[src/rtl/plic_gateway.sv]
// plic_gateway: interrupt gateway placed directly upstream of the PLIC.
//
// Each source i (1..NPLICINT-1) is synchronised through two flops, XORed with
// a programmable polarity and then handled either as a level (irq follows the
// conditioned line) or as an edge (a saturating per-source counter of edges
// that the PLIC drains through its completion pulses). irq is a function of
// registered state only, so there is no combinational path from src to irq.
//
// Ports
//   clk, reset           clock, synchronous active-high reset
//   addr_req, addr_ack   bus request / accept (addr_ack = addr_req & sel)
//   sel                  block select
//   addr[21:0]           byte address in the block window (addr[2:0] ignored)
//   read                 1 = read, 0 = write
//   mask[7:0]            byte-lane write enables
//   wdata[RV-1:0]        write data
//   data_req, data_ack   read data valid / read data consumed
//   rdata[RV-1:0]        registered read data, stable while data_req = 1
//   src[NPLICINT-1:1]    raw asynchronous interrupt sources
//   complete[NPLICINT-1:1] one-cycle PLIC completion pulse per ID
//   irq[NPLICINT-1:1]    gated requests to the PLIC
//
// Register map (64-bit words): 0x000 MODE, 0x008 POL, 0x010 PEND (RO),
// 0x100 + 8*i CNT[i] (write with mask[0] = 1 clears the count).
module plic_gateway #(
  parameter int NPLICINT = 16,
  parameter int CW       = 4,
  parameter int RV       = 64
) (
  input  logic                  clk,
  input  logic                  reset,
  input  logic                  addr_req,
  output logic                  addr_ack,
  input  logic                  sel,
  input  logic [21:0]           addr,
  input  logic                  read,
  input  logic [7:0]            mask,
  input  logic [RV-1:0]         wdata,
  output logic                  data_req,
  input  logic                  data_ack,
  output logic [RV-1:0]         rdata,
  input  logic [NPLICINT-1:1]   src,
  input  logic [NPLICINT-1:1]   complete,
  output logic [NPLICINT-1:1]   irq
);

  localparam int          IW       = $clog2(NPLICINT);
  localparam logic [18:0] CNT_BASE = 19'h20;
  localparam logic [18:0] NWORDS   = 19'(NPLICINT);

  // One step of the saturating edge counter. An edge coinciding with a
  // completion cancels out; a completion with an empty counter is dropped.
  function automatic logic [CW-1:0] cnt_step(input logic [CW-1:0] cnt,
                                             input logic inc,
                                             input logic dec);
    logic [CW-1:0] r;
    r = cnt;
    if (inc && !dec) begin
      if (cnt != '1) r = cnt + CW'(1);
    end else if (dec && !inc) begin
      if (cnt != '0) r = cnt - CW'(1);
    end
    return r;
  endfunction

  logic [18:0]         word;
  logic [18:0]         cnt_off;
  logic [IW-1:0]       cnt_idx;
  logic                cnt_hit;
  logic                rd_en;
  logic                wr_en;
  logic                mode_wr;
  logic                pol_wr;

  logic [NPLICINT-1:0] src_ext;
  logic [NPLICINT-1:0] sync_p0;
  logic [NPLICINT-1:0] sync_p1;
  logic [NPLICINT-1:0] hist;
  logic [NPLICINT-1:0] r_lvl;
  logic [NPLICINT-1:0] mode_q;
  logic [NPLICINT-1:0] pol_q;
  logic [NPLICINT-1:0] mode_nx;
  logic [NPLICINT-1:0] pol_nx;
  logic [NPLICINT-1:0] chg;
  logic [NPLICINT-1:0] cond;
  logic [NPLICINT-1:0] cond_nx;
  logic [NPLICINT-1:0] edge_det;
  logic [NPLICINT-1:0] cnt_clr;
  logic [NPLICINT-1:0] irq_ext;
  logic [CW-1:0]       cnt_q [NPLICINT];
  logic [RV-1:0]       rd_nx;

  assign addr_ack = addr_req & sel;
  assign rd_en    = addr_req & sel & read;
  assign wr_en    = addr_req & sel & ~read;

  assign word     = addr[21:3];
  assign cnt_off  = word - CNT_BASE;
  assign cnt_idx  = cnt_off[IW-1:0];
  assign cnt_hit  = (word >= CNT_BASE) && (cnt_off < NWORDS);
  assign mode_wr  = wr_en && (word == 19'h0);
  assign pol_wr   = wr_en && (word == 19'h1);

  // ID 0 is reserved: its source slot is tied low.
  assign src_ext  = {src, 1'b0};

  // Configuration next-state with byte-lane masking; bit 0 is never writable.
  always_comb begin
    mode_nx = mode_q;
    pol_nx  = pol_q;
    for (int b = 1; b < NPLICINT; b++) begin
      if (mode_wr && mask[b/8]) mode_nx[b] = wdata[b];
      if (pol_wr  && mask[b/8]) pol_nx[b]  = wdata[b];
    end
    mode_nx[0] = 1'b0;
    pol_nx[0]  = 1'b0;
  end

  // A mode or polarity change restarts the source: counter and level cleared,
  // edge history loaded with the line as seen under the new polarity so the
  // change itself never looks like an edge.
  assign chg      = (mode_nx ^ mode_q) | (pol_nx ^ pol_q);
  assign cond     = sync_p1 ^ pol_q;
  assign cond_nx  = sync_p1 ^ pol_nx;
  assign edge_det = cond & ~hist & mode_q;

  always_comb begin
    cnt_clr = '0;
    for (int i = 1; i < NPLICINT; i++) begin
      cnt_clr[i] = wr_en && cnt_hit && mask[0] && (cnt_idx == IW'(i));
    end
  end

  always_comb begin
    irq_ext = '0;
    for (int i = 1; i < NPLICINT; i++) begin
      irq_ext[i] = mode_q[i] ? (cnt_q[i] != '0) : r_lvl[i];
    end
  end

  assign irq = irq_ext[NPLICINT-1:1];

  // Read data selection, captured into rdata when the read is accepted.
  always_comb begin
    rd_nx = '0;
    case (word)
      19'h0:   rd_nx[NPLICINT-1:0] = mode_q;
      19'h1:   rd_nx[NPLICINT-1:0] = pol_q;
      19'h2:   rd_nx[NPLICINT-1:0] = irq_ext;
      default: begin
        if (cnt_hit && (cnt_idx != '0)) rd_nx[CW-1:0] = cnt_q[cnt_idx];
      end
    endcase
  end

  // Stage p0/p1: two-flop synchroniser; then edge history, level and counters.
  always_ff @(posedge clk) begin
    if (reset) begin
      sync_p0 <= '0;
      sync_p1 <= '0;
      hist    <= '0;
      r_lvl   <= '0;
      mode_q  <= '0;
      pol_q   <= '0;
      for (int i = 0; i < NPLICINT; i++) cnt_q[i] <= '0;
    end else begin
      sync_p0 <= src_ext;
      sync_p1 <= sync_p0;
      mode_q  <= mode_nx;
      pol_q   <= pol_nx;
      hist    <= cond_nx;
      r_lvl   <= ~mode_nx & cond_nx & ~chg;
      cnt_q[0] <= '0;
      for (int i = 1; i < NPLICINT; i++) begin
        if (chg[i] || cnt_clr[i] || !mode_q[i]) begin
          cnt_q[i] <= '0;
        end else begin
          cnt_q[i] <= cnt_step(cnt_q[i], edge_det[i], complete[i]);
        end
      end
    end
  end

  // Read response: a new accept wins over the ack, so back-to-back reads keep
  // data_req high and simply present the new word.
  always_ff @(posedge clk) begin
    if (reset) begin
      data_req <= 1'b0;
      rdata    <= '0;
    end else if (rd_en) begin
      data_req <= 1'b1;
      rdata    <= rd_nx;
    end else if (data_ack) begin
      data_req <= 1'b0;
    end
  end

  logic unused_ok;
  assign unused_ok = &{1'b0, addr[2:0], wdata, mask, edge_det[0], cnt_clr[0], r_lvl[0]};

endmodule
[config.mk]
export PLATFORM = sky130hd
export DESIGN_NAME = plic_gateway
export DESIGN_NICKNAME = d
export VERILOG_FILES = /design/src/rtl/plic_gateway.sv
export SDC_FILE = /design/constraint.sdc
export NUM_CORES = 1
export LEC_CHECK = 0
export CORE_ASPECT_RATIO = 1.25
export CORE_MARGIN = 3
export CORE_UTILIZATION = 45
export CTS_CLUSTER_DIAMETER = 150
export DETAILED_ROUTE_END_ITERATION = 7
export PLACE_DENSITY_LB_ADDON = 0.05
export SLEW_MARGIN = 20
export SYNTH_ARGS = -nofsm -noshare
export SYNTH_HDL_FRONTEND = slang
export SYNTH_SLANG_ARGS = --single-unit
[constraint.sdc]
create_clock -name clk -period 4.56 [get_ports clk]
set_input_delay 1.14 -clock clk [delete_from_list [all_inputs] [get_ports clk]]
set_output_delay 1.14 -clock clk [all_outputs]
set_load 0.005 [all_outputs]
# Word level (Yosys, flattened, before mapping)

Memories as Yosys holds them, arrays and structs flattened.
Index checks and enable logic that the tools add are counted.

Flip-flop bits (word level): 113
Memory bits (writable): 64
Output and inout port bits: 81
Memories kept: 1

Add/subtract/negate cells: 31
Order comparisons: 2
Eq/ne operators: 32
Mux-type cells: 264
Bitwise operators: 47
Reduce and logical (&&, ||, !) cells: 148

Memories:

| memory | words | width | rd ports | clocked after memory_dff | wr ports | line | text |
|---|---|---|---|---|---|---|---|
| cnt_q  | 16    | 4     | 16       | 0                        | 16       | 90   | `logic [CW-1:0] cnt_q [NPLICINT];` |

Operators with widths:

| cell                                                                          | number |
|---|---|
| 4-bit two-way mux                                                             | 122 |
| 1-bit two-way mux                                                             | 140 |
| 16-bit bitwise AND                                                            | 4 |
| 4-bit nonzero test                                                            | 16 |
| 16-bit bitwise XOR                                                            | 4 |
| 4-bit by 1-bit adder with 4-bit output, second input constant                 | 15 |
| 4-bit inequality test, second input constant                                  | 15 |
| 4-bit by 1-bit subtractor with 4-bit output, second input constant            | 15 |
| 1-bit logical AND                                                             | 55 |
| 16-bit NOT                                                                    | 3 |
| 1-bit logical NOT                                                             | 45 |
| 12-bit case mux with 3 select lines                                           | 1 |
| 4-bit == test, second input constant                                          | 8 |
| 1-bit bitwise OR                                                              | 31 |
| 1-bit logical OR                                                              | 30 |
| 19-bit by 1-bit == test with 1-bit output, second input constant              | 1 |
| 19-bit by 2-bit == test with 1-bit output, second input constant              | 1 |
| 19-bit by 6-bit >= comparator with 1-bit output, second input constant        | 1 |
| 19-bit logical NOT                                                            | 1 |
| 19-bit by 5-bit less-than comparator with 1-bit output, second input constant | 1 |
| 19-bit by 6-bit subtractor with 19-bit output, second input constant          | 1 |
| 4-bit by 3-bit == test with 1-bit output, second input constant               | 4 |
| 16-bit bitwise OR                                                             | 1 |
| 4-bit case mux with 3 select lines                                            | 1 |
| other kinds (5)                                                               | 8 |

# Longest topological paths before layout

Depth after elaboration: 14
Depth in mapped cells: 10

# Worst setup path before layout

Ideal clock, no wire load.

Path type: input to register
From: in addr[7]
To: mem cnt_q[10][0], enable pin
Setup time: 0.309 ns
Data arrival time: 2.736 ns
Path slack: 1.516 ns
Stages: 6
Cells stage by stage: nor4_1 -> buf_2 -> nand4_2 -> or4_1 -> nand4_1 -> a221o_1

RTL lines:

| item               | line | text |
|---|---|---|
| start: declaration | 35   | `input logic [21:0] addr,` |
| end: declaration   | 90   |  |

==> metrics.yaml <==
cts-buffers-inserted: 17
grt_usage_pct: 22.62
synth_edf_count: 60
wl_per_cell_um: 18.74
setup_viol_count_final: 0
fin_ws_ns: 1.002
critPathCaptureType: "flip-flop"
synth_area_leaders: "dfxtp_1 21%, edfxtp_1 18%, nand2b_1 5.2%"
p_seq_share_pct: 49.8
grt_max_degree: 51
ys_dominant_reg_cell: "dfxtp_1"
drc: 0
hold_depth: 1
dr_wl_met3_um: 1371
synth_seq_cells: 167
antenna_found_initial: 0
hold_violations: 0
setup.worst_path.class: "input pin to flip-flop"
finalCritPeriodShare_pct: 78.03
worstRegToRegCells: 9
cts_tree: "yes"
h-tree-depth: 4
rows: 61
dr_total_vias: 8278
relSlewSlack_pct: 45.91
synth_area_per_cell_um2: 9.509
worstPathRequired_ns: 4.69
ant_nets: 0
p_int_mw: 2.366
p_sw_uw: 762.7
clock_tree.buffer_depth: 2
p_comb_share_pct: 7.6
vdd_drop_max_v: 0.0002572
die_x_um: 141.2
gp_congestion: 0.8498
worst_pin_slew_ns: 0.8097
cts.sinks: 167
synth_area_um2: 10290
drv_slew: 0
cap_violations: 0
status: "finished, final reports clean"
ios: 211
post_cts_buffers: 0
ctsHoldBuffers: 0
ys_seq_area_share_pct: 38.33
diodes: 0
hold_path.class: "flip-flop to flip-flop"
dp.final_hpwl_um: 20600
root_buffer: "clkbuf_16"
start_util_pct: 46.01
path_clk_slew_ns: 0.07
core_area_um2: 22360
wl_met2_um: 13880
first_iter_violations: 640
yosysWarnings: 0
async_flop_share_pct: 0
portBuffers: 104
grt-ovfl-total: 0
m1WireLength_um: 12160
worstPathArrival_ns: 3.68
r2r_setup_slack_ns: 2.01
worstSkewPairLatency_ns: 0.43
fmax_ghz: 0.2810
die_h_um: 175.1
cp_max_fo: 8
layout-drive-gt1-share_pct: 8.626
dr.pass1.iters: 5
yosysTopAreaCell: "dfxtp_1"
synthToLayoutAreaGrowth_pct: 16.86
grt_first_pass_wirelength_um: 44210
yosysTopAreaCellShare_pct: 20.82
power.density_nw_per_um2: 260.2
start_kind: "input pin"
dr.max_layer_used: "met4"
swShare_pct: 24.38
nets: 1357
setup_tns_ns: 0
clock_power_share_pct: 42.5
die-area_um2: 24730
cellLeakagePower_nw: 4.732
drt-total-wl_um: 27680
rsz0062_at_grt: "no"
first_global_vias: 7986
skew_ns: 0.008381
viasPerCell: 5.605
post-place-ws_ns: 0.5792
min_period_ns: 3.558
synth.distinct_cells: 64
utilization_pct: 53.76
synthCells: 1082
cts_resized: 0
[critical path, cell delays in order]
cell	delay, ns
clkdlybuf4s50_1	0.45
nor4_4	0.57
nand4_2	0.35
or4_1	0.66
nand4_1	0.24
a221o_1	0.27
[through the flow]
| stage | std cells | power, mW | instance area [µm²] | hold slack (ns) |
|---|---|---|---|---|
| finish | 1477 | 3.129 | 12020 | 0.4358 |
| global route | 1477 | 3.232 | 12020 | 0.4515 |
| CTS | 1477 | 3.156 | 12020 | 0.4380 |
| detailed placement | 1445 | 1.831 | 11490 | 0.4223 |
| global placement | 1445 | 1.829 | 11490 | 0.4177 |
| floorplan | 1129 | 1.740 | 10470 | 0.4138 |
[state kept, by name (all words and copies together) (netlist names)]
signal / cells
cnt_q: 60
data_req: 1
hist: 15
mode_q: 15
pol_q: 15
r_lvl: 15
rdata: 16
sync_p0: 15
sync_p1: 15
[kinds of logic after synthesis]
logic type | synth area share [%]
AO/OA/AOI/OAI | 15.17
XOR/XNOR | 5.278
adder cells (fa/ha/maj) | 6.689
buffers and inverters | 6.336
flip-flops | 38.33
multiplexers | 6.032
other | 0.03645
AND/OR/NAND/NOR | 22.13
[worst paths after layout]
check               from           end
max             addr[12]  cnt_q[10][3]
min          sync_p0[15]   sync_p1[15]
max reg2reg    mode_q[4]   cnt_q[4][3]
min reg2reg  sync_p0[15]   sync_p1[15]
[synth_stat cells (9+ instances only)]
| cell | n |
|---|---|
| a2111oi_0 | 14 |
| a21o_1 | 17 |
| a21oi_1 | 66 |
| a221o_1 | 17 |
| a221oi_1 | 15 |
| a22oi_1 | 10 |
| a41oi_1 | 15 |
| and3_1 | 14 |
| buf_2 | 16 |
| buf_4 | 48 |
| clkbuf_1 | 32 |
| dfxtp_1 | 107 |
| edfxtp_1 | 60 |
| fa_1 | 15 |
| ha_1 | 31 |
| inv_1 | 23 |
| mux2i_1 | 26 |
| mux4_2 | 12 |
| nand2_1 | 43 |
| nand2b_1 | 85 |
| nand3_1 | 22 |
| nor2_1 | 118 |
| nor2b_1 | 43 |
| nor4_1 | 27 |
| o21ai_0 | 31 |
| o2bb2ai_1 | 9 |
| or2_2 | 12 |
| xnor2_1 | 58 |
[layout make-up]
class                           count  area, µm²
Multi-Input combinational cell    842       5884
Clock inverter                     14      101.3
Inverter                           23      86.33
Sequential cell                   167       3944
Fill cell                        2083      10340
Timing Repair Buffer              130       1224
Clock buffer                       18      429.2
Tap cell                          283      354.1
[metal layers]
metal / vias to the layer above / GRT usage [%]
li1: 4048 / -
met1: 3982 / 30.01
met2: 226 / 38.95
met3: 22 / 3.586
met4: 0 / 4.847
met5: - / 0
[power groups by stage]
stage | sequential [mW] | clock [mW] | combinational (mW)
3_3_place_gp | 1.59 | 0 | 0.236
6_report | 1.56 | 1.33 | 0.239
2_1_floorplan | 1.59 | 0 | 0.150
4_1_cts | 1.56 | 1.36 | 0.239
3_5_place_dp | 1.59 | 0 | 0.238
5_1_grt | 1.56 | 1.41 | 0.261
[placed cells by master (no fill, tap or decap), types with 9 or more instances in the layout]
cell             count
dfxtp_1            107
mux2i_1             26
clkbuf_16           17
o2bb2ai_1            9
and3_1              14
nor4_1              25
a41oi_1             15
buf_4               27
a221oi_1            15
nor2b_1             42
edfxtp_1            60
nand3_1             22
a21oi_1             66
fa_1                15
a221o_1             17
o21ai_0             31
or2_2               12
a21o_1              17
inv_1               23
ha_1                31
mux4_2              12
conb_1              48
nand2b_1            85
nand2_1             43
xnor2_1             58
clkdlybuf4s50_1    101
nor2_1             118
a22oi_1             10
a2111oi_0           14
Power figures use the tool's default switching activity.
